## src/rtl/muldiv_sequencer.sv

```systemverilog
// ============================================================================
//  Module   : muldiv_sequencer
//  Purpose  : Iterative RV32M multiply/divide unit with its own sequencing FSM.
//  Revision : 1.0  initial release
// ============================================================================
`default_nettype none

module muldiv_sequencer #(
    parameter int XLEN = 32
) (
    input  logic            clk,
    input  logic            rst,
    input  logic            start,
    input  logic            flush,
    input  logic [2:0]      func_3,
    input  logic [XLEN-1:0] operand_a,
    input  logic [XLEN-1:0] operand_b,
    output logic [XLEN-1:0] result,
    output logic            done,
    output logic            busy,
    output logic            stall
);

    localparam int CW = $clog2(XLEN);
    localparam int W2 = 2 * XLEN;

    typedef enum logic [1:0] {
        S_IDLE = 2'd0,
        S_CALC = 2'd1,
        S_DONE = 2'd2
    } state_t;

    state_t          state_q, state_d;
    logic [2:0]      op_q, op_d;
    logic            neg_q, neg_d;
    logic [CW-1:0]   cnt_q, cnt_d;
    logic [XLEN-1:0] opnd_q, opnd_d;
    logic [W2-1:0]   acc_q, acc_d;
    logic [XLEN-1:0] result_q, result_d;

    // Operand decode: MULHSU treats only rs1 as signed, MUL/MULHU/DIVU/REMU are unsigned.
    logic            w_is_div, w_a_signed, w_b_signed, w_sa, w_sb, w_neg;
    logic            w_div_zero, w_div_ovf, w_accept;
    logic [XLEN-1:0] w_mag_a, w_mag_b;

    assign w_is_div   = func_3[2];
    assign w_a_signed = func_3[2] ? ~func_3[0] : (func_3[1:0] == 2'b01 || func_3[1:0] == 2'b10);
    assign w_b_signed = func_3[2] ? ~func_3[0] : (func_3[1:0] == 2'b01);
    assign w_sa       = w_a_signed & operand_a[XLEN-1];
    assign w_sb       = w_b_signed & operand_b[XLEN-1];
    assign w_mag_a    = w_sa ? -operand_a : operand_a;
    assign w_mag_b    = w_sb ? -operand_b : operand_b;
    assign w_neg      = (w_is_div & func_3[1]) ? w_sa : (w_sa ^ w_sb);
    assign w_div_zero = w_is_div & (operand_b == '0);
    assign w_div_ovf  = w_is_div & ~func_3[0] & (&operand_b)
                      & (operand_a == {1'b1, {(XLEN-1){1'b0}}});
    assign w_accept   = start & ~flush;

    // One iteration: shift-add for multiply, restoring subtract for divide.
    logic [XLEN:0]   w_sum, w_diff;
    logic [W2-1:0]   w_mul_nxt, w_div_nxt, w_acc_nxt, w_prod;
    logic [XLEN-1:0] w_div_val, w_div_res, w_final;

    assign w_sum     = {1'b0, acc_q[W2-1:XLEN]} + {1'b0, opnd_q};
    assign w_mul_nxt = acc_q[0] ? {w_sum, acc_q[XLEN-1:1]} : {1'b0, acc_q[W2-1:1]};
    assign w_diff    = acc_q[W2-1:XLEN-1] - {1'b0, opnd_q};
    assign w_div_nxt = w_diff[XLEN] ? {acc_q[W2-2:0], 1'b0}
                                    : {w_diff[XLEN-1:0], acc_q[XLEN-2:0], 1'b1};
    assign w_acc_nxt = op_q[2] ? w_div_nxt : w_mul_nxt;
    assign w_prod    = neg_q ? -w_acc_nxt : w_acc_nxt;
    assign w_div_val = op_q[1] ? w_acc_nxt[W2-1:XLEN] : w_acc_nxt[XLEN-1:0];
    assign w_div_res = neg_q ? -w_div_val : w_div_val;
    assign w_final   = op_q[2] ? w_div_res
                     : (op_q[1:0] == 2'b00) ? w_prod[XLEN-1:0] : w_prod[W2-1:XLEN];

    always_comb begin
        state_d  = state_q;
        op_d     = op_q;
        neg_d    = neg_q;
        cnt_d    = cnt_q;
        opnd_d   = opnd_q;
        acc_d    = acc_q;
        result_d = result_q;
        case (state_q)
            S_IDLE: begin
                if (w_accept) begin
                    op_d  = func_3;
                    neg_d = w_neg;
                    cnt_d = CW'(XLEN - 1);
                    if (w_div_zero) begin
                        result_d = func_3[1] ? operand_a : '1;
                        state_d  = S_DONE;
                    end else if (w_div_ovf) begin
                        result_d = func_3[1] ? '0 : operand_a;
                        state_d  = S_DONE;
                    end else begin
                        // Multiply keeps rs2 in the low half and adds rs1; divide shifts rs1 out.
                        opnd_d  = w_is_div ? w_mag_b : w_mag_a;
                        acc_d   = {{XLEN{1'b0}}, (w_is_div ? w_mag_a : w_mag_b)};
                        state_d = S_CALC;
                    end
                end
            end
            S_CALC: begin
                if (flush) begin
                    state_d = S_IDLE;
                end else begin
                    acc_d = w_acc_nxt;
                    cnt_d = cnt_q - CW'(1);
                    if (cnt_q == '0) begin
                        result_d = w_final;
                        state_d  = S_DONE;
                    end
                end
            end
            S_DONE:  state_d = S_IDLE;
            default: state_d = S_IDLE;
        endcase
    end

    always_ff @(posedge clk) begin
        if (rst) begin
            state_q  <= S_IDLE;
            op_q     <= '0;
            neg_q    <= 1'b0;
            cnt_q    <= '0;
            opnd_q   <= '0;
            acc_q    <= '0;
            result_q <= '0;
        end else begin
            state_q  <= state_d;
            op_q     <= op_d;
            neg_q    <= neg_d;
            cnt_q    <= cnt_d;
            opnd_q   <= opnd_d;
            acc_q    <= acc_d;
            result_q <= result_d;
        end
    end

    assign result = result_q;
    assign done   = (state_q == S_DONE);
    assign busy   = (state_q != S_IDLE);
    assign stall  = ((state_q == S_IDLE) & w_accept) | (state_q == S_CALC);

endmodule

`default_nettype wire
```

## config.mk

```make
export PLATFORM = sky130hd
export DESIGN_NAME = muldiv_sequencer
export DESIGN_NICKNAME = d
export VERILOG_FILES = /design/src/rtl/muldiv_sequencer.sv
export SDC_FILE = /design/constraint.sdc
export NUM_CORES = 1
export LEC_CHECK = 0
export BUFFER_PORTS_ARGS = -buffer_cell sky130_fd_sc_hd__buf_2
export CAP_MARGIN = 10
export CORE_UTILIZATION = 50
export CTS_CLUSTER_DIAMETER = 100
export CTS_CLUSTER_SIZE = 25
export DETAILED_ROUTE_END_ITERATION = 12
export GPL_TIMING_DRIVEN = 0
export PLACE_DENSITY = 0.68
export REMOVE_ABC_BUFFERS = 1
export SETUP_SLACK_MARGIN = 0.1
export SYNTH_ARGS = -nofsm -noshare
export SYNTH_HDL_FRONTEND = slang
export SYNTH_SLANG_ARGS = --single-unit
```

## constraint.sdc

```tcl
create_clock -name clk -period 8.1 [get_ports clk]
set_input_delay 0.405 -clock clk [delete_from_list [all_inputs] [get_ports clk]]
set_output_delay 0.405 -clock clk [all_outputs]
set_load 0.05 [all_outputs]
```

==> flow_metrics.env <==
export IMPL_holdCritStartpoint="func_3[0]"
export IMPL_critPathCapture="result[22]"
export IMPL_clk_latency_ns=0.45
export IMPL_worst_setup_path_end_kind="register"
export IMPL_postRouteAntennaNets=0
export IMPL_start_util=0.5093
export IMPL_synth_compound_area_frac=0.3384
export IMPL_switching_share=0.4114
export IMPL_synth_edf_count=0
export IMPL_min_path_type="in2reg"
export IMPL_grt_pass1_vias=18010
export IMPL_drt_initial_drc_count=2569
export IMPL_num_fill_cells=3410
export IMPL_overflow=0
export IMPL_p_leak_nw=7.075
export IMPL_clock_root_buffer="clkbuf_16"
export IMPL_ys_types=94
export IMPL_place_inst=2967
export IMPL_dp_slack_ns=-0.06055
export IMPL_synth_avg_cell_area_sq_um=6.841
export IMPL_viasPerCell=6.745
export IMPL_startpoint="acc_q[31]"
export IMPL_cp_depth=25
export IMPL_drc=0
export IMPL_power_mw=2.739
export IMPL_synth_fa_ha_area_frac=0.06754
export IMPL_synth_most_common_cell="nor2_1"
export IMPL_synthSimpleGateAreaFrac=0.2580
export IMPL_maxSlewHeadroom=0.06961
export IMPL_tightest_slew_ns=1.396
export IMPL_p_int_mw=1.612
export IMPL_synthFlopType="dfxtp_1"
export IMPL_wl_um=69040
export IMPL_fin_nets=2679
export IMPL_hold_viol_final=0
export IMPL_rr_endpoint="result[22]"
export IMPL_die_w_um=189.8
export IMPL_pwr_share_comb=0.406
export IMPL_cts_tree="done"
export IMPL_power_density_mw_per_mm2=143.5
export IMPL_slowest_stage="a2111o_1"
export IMPL_synth_area_mux_share=0.04476
export IMPL_dr_pass1_iters=5
export IMPL_synth_top_area_frac=0.1578
export IMPL_ioPinCount=106
export IMPL_layout_drive_gt1_share=0.09859
export IMPL_met2_length_um=28650
export IMPL_path_buf_inv=4
export IMPL_syn_inst=2578
export IMPL_fp_row_count=68
export IMPL_fin_cells=3001
export IMPL_clkPwrFrac=0.308
export IMPL_gp_congestion=0.9736
export IMPL_placed_cell_area_sq_mm=0.01843
export IMPL_ys_top_cells_by_count="292 x nor2_1, 277 x nand2_1, 232 x a21oi_1, 163 x o21ai_0, 153 x clkbuf_1"
export IMPL_final_setup_worst_slack_ns=0.4994
export IMPL_ys_ff_latch=139
export IMPL_grt_pass1_wl_um=105100
export IMPL_fin_area_sq_mm=0.01909
export IMPL_ys_top_cells_by_area="dfxtp_1 16%, a21oi_1 6.6%, nor2_1 6.2%"
export IMPL_cts_max_level=4
export IMPL_ff2ff_path_depth=25
export IMPL_cpPeakStageDelay_ns=0.54
export IMPL_antennaDiodeCount=0
export IMPL_port_buffers=105
export IMPL_synth_async_sr_flop_share=0
export IMPL_period_share=0.9383
export IMPL_critPathLaunchType="register"
export IMPL_fmax_ghz=0.1316
export IMPL_hpwl_um=52660
export IMPL_routed_wl_met3_um=7323
export IMPL_num_vias=20240
export IMPL_antenna_found_initial=0
export IMPL_finalSetupViolCount=0
export IMPL_grt_max_degree=89
export IMPL_post_drt_wl_per_cell_um=23.00
export IMPL_critPathKind="reg2reg"
export IMPL_synth_cell_area_sq_mm=0.01764
export IMPL_synth_top_cell_by_area="dfxtp_1"
export IMPL_rsz0062_at_grt="false"
export IMPL_clkSinkCount=139
export IMPL_fp_dieArea_sq_mm=0.03603
export IMPL_clockBufferDepth=2
export IMPL_arrival_ns=7.96
export IMPL_skew_ns=0.01142
export IMPL_ys_warn_count=0
export IMPL_crit_family="compound AO/OA/AOI/OAI gates"
export IMPL_synth_xor_area_frac=0.07648
export IMPL_seq_power_share=0.286
export IMPL_reg2reg_from="acc_q[31]"
export IMPL_critPathMaxFanout=18
export IMPL_drv_cap=0
export IMPL_clkTransAtPathRegs_ns=0.06
export IMPL_rrSetupSlack_ns=0.50
export IMPL_syn2layout_area_growth_pct=8.237
export IMPL_route_top_layer_used="met4"
export IMPL_coreArea_sq_mm=0.03463
export IMPL_cp_data_required_time_ns=8.46
export IMPL_p_sw_mw=1.127
export IMPL_fin_crit_ns=7.601
export IMPL_track_usage=0.3751
export IMPL_finalMaxSlewViolations=0
export IMPL_cts_buffers=17
export IMPL_irDropWorstVdd_uv=110.4
export IMPL_routedLengthMet1_um=30210
export IMPL_synth_top_family_by_area="compound AO/OA/AOI/OAI gates"
export IMPL_status="completed"
export IMPL_yosysSeqAreaShare=0.1578
export IMPL_die_height_um=189.8
[layout by cell type (no fill, tap or decap), types with 22 or more instances in the layout]
master and instances:
nor4_1 22, ha_1 72, nand4_1 47, nor3_1 85, a21oi_1 232, xnor2_1 90, a22oi_1 32, dfxtp_1 134
nand3_1 47, nand2_1 276, mux2i_1 57, o211ai_1 106, buf_2 104, o31ai_1 41, inv_1 65, a21o_1 30
a31oi_1 28, nand2b_1 26, a211oi_1 62, maj3_1 25, nor2_1 289, xor2_1 64, o21ai_0 161, or2_2 23
[worst min-delay path, stage by stage]
cell     delay (ns)
buf_2          0.13
nand2_1        0.06
a21oi_1        0.05
[sequential cells by signal, summed over array words and instances, names as in the netlist]
name	flops
neg_q	1
cnt_q	5
acc_q	64
opnd_q	32
state_q	2
result	32
op_q	3
[logic make-up (layout without fill, tap and decap cells)]
group                      after synthesis  count (layout)
xor gates and xnor gates               154             154
and+or+nand+nor                        959             959
buffers and inverters                  259             227
DFF                                    139             139
AOI/OAI and AO/OA                      893             893
adders and majority gates               99              99
muxes                                   75              75
[worst min path at each step]
stage               slack [ns]        end  cells after the start
floorplan                 0.44    op_q[0]                      2
global placement          0.43  result[6]                      2
detailed placement        0.44  result[6]                      2
CTS                       0.23    op_q[0]                      3
global route              0.26    op_q[0]                      3
finish                    0.24    op_q[0]                      3
[through the flow]
| step | util | hold WS (ns) | TNS (ns) |
|---|---|---|---|
| floorplan | - | 0.4390 | -4.110 |
| global placement | 0.5194 | 0.4308 | -104.79 |
| detailed placement | 0.5323 | 0.4389 | -0.06181 |
| CTS | 0.5499 | 0.2330 | 0 |
| global route | 0.5513 | 0.2583 | 0 |
| finish | 0.5513 | 0.2392 | 0 |
[layout make-up]
class | count | area (sq um) | area share
flip-flops and latches | 139 | 2794 | 0.1464
repair buffers | 127 | 935.9 | 0.04903
clock inverters | 8 | 115.1 | 0.006030
well taps | 455 | 569.3 | 0.02982
inverters | 69 | 259.0 | 0.01357
multi-input cells | 2180 | 13930 | 0.7296
clock buffers | 23 | 488.0 | 0.02556
[power by group through the flow]
stage	Sequential [mW]	Clock (mW)	Combinational [mW]
after detailed placement	0.794	0	1.07
after global routing	0.788	0.866	1.19
after global placement	0.802	0	1.03
after floorplan	0.787	0	0.713
final	0.782	0.844	1.11
after CTS	0.779	0.843	1.08
[routing by layer]
metal	up-vias	GRT usage
met2	1143	0.5580
met4	0	0.1551
met3	151	0.07434
met5	-	0
li1	9550	-
met1	9399	0.5240
[timing repair]
| action | 4_1_cts | 5_1_grt |
|---|---|---|
| cloned | 0 | 0 |
| pin swaps | 0 | 1 |
| hold buffers | 0 | 0 |
| gates resized for setup | 2 | 3 |
| setup endpoints to repair | 5 | 5 |
| buffers inserted | 0 | 2 |
Note: power is estimated with default switching activity, not from simulation.
